### config.mk
export PLATFORM = sky130hd
export DESIGN_NAME = parking_system
export DESIGN_NICKNAME = d
export VERILOG_FILES = /design/src/rtl/parking_system.sv
export SDC_FILE = /design/constraint.sdc
export NUM_CORES = 1
export LEC_CHECK = 0
export CAP_MARGIN = 40
export CELL_PAD_IN_SITES_DETAIL_PLACEMENT = 1
export CELL_PAD_IN_SITES_GLOBAL_PLACEMENT = 2
export CORE_AREA = 2 2 60 76
export DETAILED_ROUTE_END_ITERATION = 16
export DIE_AREA = 0 0 62 78
export GPL_ROUTABILITY_DRIVEN = 0
export PLACE_DENSITY = 0.77
export SLEW_MARGIN = 15
export SYNTH_ARGS = -nofsm -noshare
export SYNTH_HDL_FRONTEND = slang
export SYNTH_SLANG_ARGS = --single-unit
### constraint.sdc
create_clock -name clk -period 2.4 [get_ports clk]
set_input_delay 0.36 -clock clk [delete_from_list [all_inputs] [get_ports clk]]
set_output_delay 0.36 -clock clk [all_outputs]
set_load 0.02 [all_outputs]
### src/rtl/parking_system.sv
// Parking-lot occupancy manager: capacity/free-slot counting driven by gate edges,
// two-digit 7-segment free-slot readout and a divided slow clock.
module parking_system #(
    parameter int SLOW_HALF = 4
) (
    input  logic       clk,
    input  logic       reset,
    input  logic       set_slots,
    input  logic [3:0] num_slots,
    input  logic       start,
    input  logic       inc_car,
    input  logic       dec_car,
    output logic [6:0] seg1,
    output logic [6:0] seg2,
    output logic [3:0] free_slots,
    output logic       slow_clk
);

    localparam int CW = (SLOW_HALF > 1) ? $clog2(SLOW_HALF) : 1;
    localparam logic [CW-1:0] LAST = CW'(SLOW_HALF - 1);

    logic [3:0]    total;
    logic          inc_prev;
    logic          dec_prev;
    logic          inc_rise;
    logic          dec_rise;
    logic [CW-1:0] div_cnt;
    logic [3:0]    units;
    logic          tens;

    assign inc_rise = inc_car & ~inc_prev;
    assign dec_rise = dec_car & ~dec_prev;

    always_ff @(posedge clk) begin
        if (reset) begin
            total      <= 4'd0;
            free_slots <= 4'd0;
            inc_prev   <= 1'b0;
            dec_prev   <= 1'b0;
        end else begin
            inc_prev <= inc_car;
            dec_prev <= dec_car;
            if (start) begin
                // Simultaneous entry and exit cancel out.
                if (inc_rise && !dec_rise
                    && free_slots != 4'd0)
                    free_slots <= free_slots - 4'd1;
                else if (dec_rise && !inc_rise
                         && free_slots < total)
                    free_slots <= free_slots + 4'd1;
            end else if (set_slots) begin
                total      <= num_slots;
                free_slots <= num_slots;
            end
        end
    end

    always_ff @(posedge clk) begin
        if (reset) begin
            div_cnt  <= '0;
            slow_clk <= 1'b0;
        end else if (div_cnt == LAST) begin
            div_cnt  <= '0;
            slow_clk <= ~slow_clk;
        end else begin
            div_cnt <= div_cnt + 1'b1;
        end
    end

    function automatic logic [6:0] seg7(
        input logic [3:0] d
    );
        case (d)
            4'd0:    seg7 = 7'b0111111;
            4'd1:    seg7 = 7'b0000110;
            4'd2:    seg7 = 7'b1011011;
            4'd3:    seg7 = 7'b1001111;
            4'd4:    seg7 = 7'b1100110;
            4'd5:    seg7 = 7'b1101101;
            4'd6:    seg7 = 7'b1111101;
            4'd7:    seg7 = 7'b0000111;
            4'd8:    seg7 = 7'b1111111;
            4'd9:    seg7 = 7'b1101111;
            default: seg7 = 7'b0000000;
        endcase
    endfunction

    assign tens  = (free_slots >= 4'd10);
    assign units = tens ? (free_slots - 4'd10)
                        : free_slots;

    assign seg1 = seg7({3'b000, tens});
    assign seg2 = seg7(units);

endmodule

==> impl_metrics.csv <==
group,metric,value,unit
floorplanning,start_util,25.8,%
clocking,cts_root_buffer,"clkbuf_8",
routing,top_layer,"met4",
logic_synthesis,synthCells,133,
logic_synthesis,muxShareOfSynthArea,3.82,%
logic_synthesis,netlist_area,0.00105,sq mm
routing,wirelength_met1,1.26,mm
logic_synthesis,synthFlopType,"dfxtp_1",
power_and_ir_drop,p_leak,0.590,nW
floorplanning,core.rowCount,26,
sta,skew,2.60,ps
final_layout,fin_area,0.00143,sq mm
job,cap_viol_max_count,0,
clocking,cts_tree,"yes",
sta,rsz0062_at_grt,"false",
hold_path,hp-class,"reg -> reg",
run_status,run_status,"completed",
logic_synthesis,syn-mean-instance-area,7.87,sq um
floorplanning,dieArea,0.00484,sq mm
routing,wl_per_cell,13.4,um
global_routing,antenna_found_initial,0,
routing,dr.pass1.iters,4,
routing,drt_iter0_drc,17,
hold_path,holdPathStages,1,
clocking,clk_path_buf_depth,2,
routing,routed_wl,2.93,mm
global_routing,grt_pass1_wl,4.74,mm
routing,num_vias,1037,
logic_synthesis,synth_compound_area_share,24.7,%
floorplanning,ios,29,
global_routing,grt-ovfl-total,0,
final_layout,fillerInstances,512,
sta,fin_setup_tns,0,ps
sta,maxSlewViolCount,0,
routing,ant_nets,0,
routing,via_per_inst,4.74,
critical_path,critPathCaptureType,"primary output",
floorplanning,coreArea,0.00407,sq mm
power_and_ir_drop,ir_drop,259,uV
sta,fin_crit,2270,ps
logic_synthesis,ys_warn_count,0,
global_routing,grt_pass1_vias,1068,
critical_path,path_class,"reg -> out",
critical_path,critPathSlowestCell,"dlygate4sd2_1",
final_layout,diodes,0,
clocking,ctsHtreeMaxLevel,1,
placed_design,placed_cell_area,0.00138,sq mm
critical_path,arrival,1910,ps
routing,wl_met3,94,um
logic_synthesis,synthAdderAreaFrac,10.8,%
critical_path,cp_common_cell,"buf_4",
critical_path,crit_chain,"inv_1 -> buf_4 -> mux2i_1 -> buf_4 -> ha_1 -> o31ai_1 -> dlygate4sd2_1",
placed_design,dp_hpwl,2.35,mm
sta,clock.fmax,440,MHz
global_routing,grtUsageTotal,12.9,%
routing,drc_errors,0,
routing,wl_met2,1.51,mm
critical_path,required,2040,ps
logic_synthesis,ys_types,45,
final_layout,drive_above_1_share,16.0,%
critical_path,ff2ff_path_depth,9,
critical_path,start_kind,"register",
sta,setup_viol,0,
clocking,cts_buffers,3,
logic_synthesis,synth_top_family_by_area,"compound AO/OA/AOI/OAI gates",
clocking,clk_pin_slew,60,ps
logic_synthesis,synth_xor_xnor_area_share,1.67,%
final_layout,area_delta_synth_final,36.3,%
critical_path,path_max_fanout,6,
logic_synthesis,async_flop_share,0,%
final_layout,nets,183,
sta,fin_crit_sh,94.7,%
logic_synthesis,synth_edf_count,0,
critical_path,max_stage_delay,360,ps
clocking,postCtsHoldBufs,0,
floorplanning,die_h,78,um
clocking,clk_latency,250,ps
clocking,cts_sinks,13,
logic_synthesis,ys_seq_elements,13,
global_routing,grt_max_degree,14,
floorplanning,dieWidth,62,um
logic_synthesis,synth-seq-area-share,24.9,%
sta,hold_viol,0,
sta,whs,443,ps
power_and_ir_drop,p_per_area,596,mW/mm^2
logic_synthesis,yosys.area_share.simple,22.5,%
placed_design,buffer_ports.inserted,25,
[flip-flops by register name (all words and copies together) (netlist names)]
| name | flops |
|---|---|
| free_slots | 4 |
| total | 4 |
| dec_prev | 1 |
| div_cnt | 2 |
| slow_clk | 1 |
| inc_prev | 1 |
[where the power goes]
group	internal (mW)	leakage (nW)	switching (mW)
sequential	0.235	0.108	0.0156
combinational	0.173	0.457	0.224
clock	0.115	0.0255	0.0884
[worst max-delay path: cells and delay by family (launching register included)]
kind	cells	cell delay (ps)
buffers and inverters	4	770
DFF	1	330
adders and majority gates	1	200
AOI/OAI and AO/OA	1	260
muxes	1	110
[stage by stage]
stage	total power [mW]	cells	utilization, %	worst slack (ps)
2_1_floorplan	0.504	134	-	79.3
3_3_place_gp	0.664	215	34.0	126
3_5_place_dp	0.676	215	34.0	1.46
4_1_cts	0.864	219	35.0	103
5_1_grt	0.916	219	35.1	16.6
6_report	0.851	219	35.1	128
[layer usage]
metal	up-vias	GRT usage, %
met5	-	0
met4	0	6.17
met3	4	1.50
met2	25	22.0
met1	492	15.3
li1	516	-
[area by class of cell]
class	count	area, sq um	share of cell area (%)
well taps	56	70.1	4.91
clock inverters	1	5.00	0.351
multi-input cells	100	682	47.8
repair buffers	37	332	23.2
inverters	9	36.3	2.54
clock buffers	3	41.3	2.89
flip-flops and latches	13	262	18.3
[timing repair]
action / 4_1_cts / 5_1_grt
setup buffers: 0 / 0
pin swaps: 0 / 0
gates cloned: 0 / 0
gates resized for setup: 8 / 1
setup endpoints to repair: 7 / 1
[logic make-up after synthesis]
kind of cell | after synthesis
flip-flops | 13
adder cells (fa/ha/maj) | 9
AND/OR/NAND/NOR | 47
other | 2
AO/OA/AOI/OAI | 35
XOR/XNOR | 2
buffers and inverters | 21
multiplexers | 4
[cell usage after synthesis, types with 2 or more instances]
library cell | n | share of area, %
nand2_1 | 8 | 2.9
nor3_1 | 3 | 1.4
nor2_1 | 19 | 6.8
buf_4 | 6 | 4.3
mux2i_1 | 4 | 3.8
buf_2 | 2 | 0.96
xnor2_1 | 2 | 1.7
a211oi_1 | 4 | 2.9
o21ai_0 | 7 | 3.3
clkbuf_1 | 2 | 0.72
inv_1 | 8 | 2.9
a21o_1 | 2 | 1.4
dfxtp_1 | 13 | 25
conb_1 | 2 | 0.72
ha_1 | 9 | 11
nor2b_1 | 3 | 1.8
nand2b_1 | 4 | 2.4
a21oi_1 | 8 | 3.8
[layout by cell type (no fill, tap or decap), drive strengths merged, types with 2 or more instances in the layout]
cell	Yosys	layout
dlygate4sd2	0	7
a21o	2	2
dfxtp	13	13
xnor2	2	2
o21ai	9	9
a211oi	5	5
nor2	20	20
mux2i	4	4
clkbuf	3	3
inv	9	9
buf	9	12
clkdlybuf4s50	0	18
a21oi	8	8
nor2b	3	3
or4	2	2
nand2b	4	4
nor3	3	3
nand2	8	8
ha	9	9
conb	2	3
[path summary, 6_finish.rpt]
check	startpoint	endpoint	slack [ps]
setup / recovery	free_slots[1]$_SDFFE_PP0P_	seg2[5]	130
hold / removal	div_cnt[0]$_SDFF_PP0_	div_cnt[0]$_SDFF_PP0_	440
setup reg to reg	free_slots[2]$_SDFFE_PP0P_	free_slots[2]$_SDFFE_PP0P_	220
hold reg to reg	div_cnt[0]$_SDFF_PP0_	div_cnt[0]$_SDFF_PP0_	440
(Power assumes the default switching activity.)
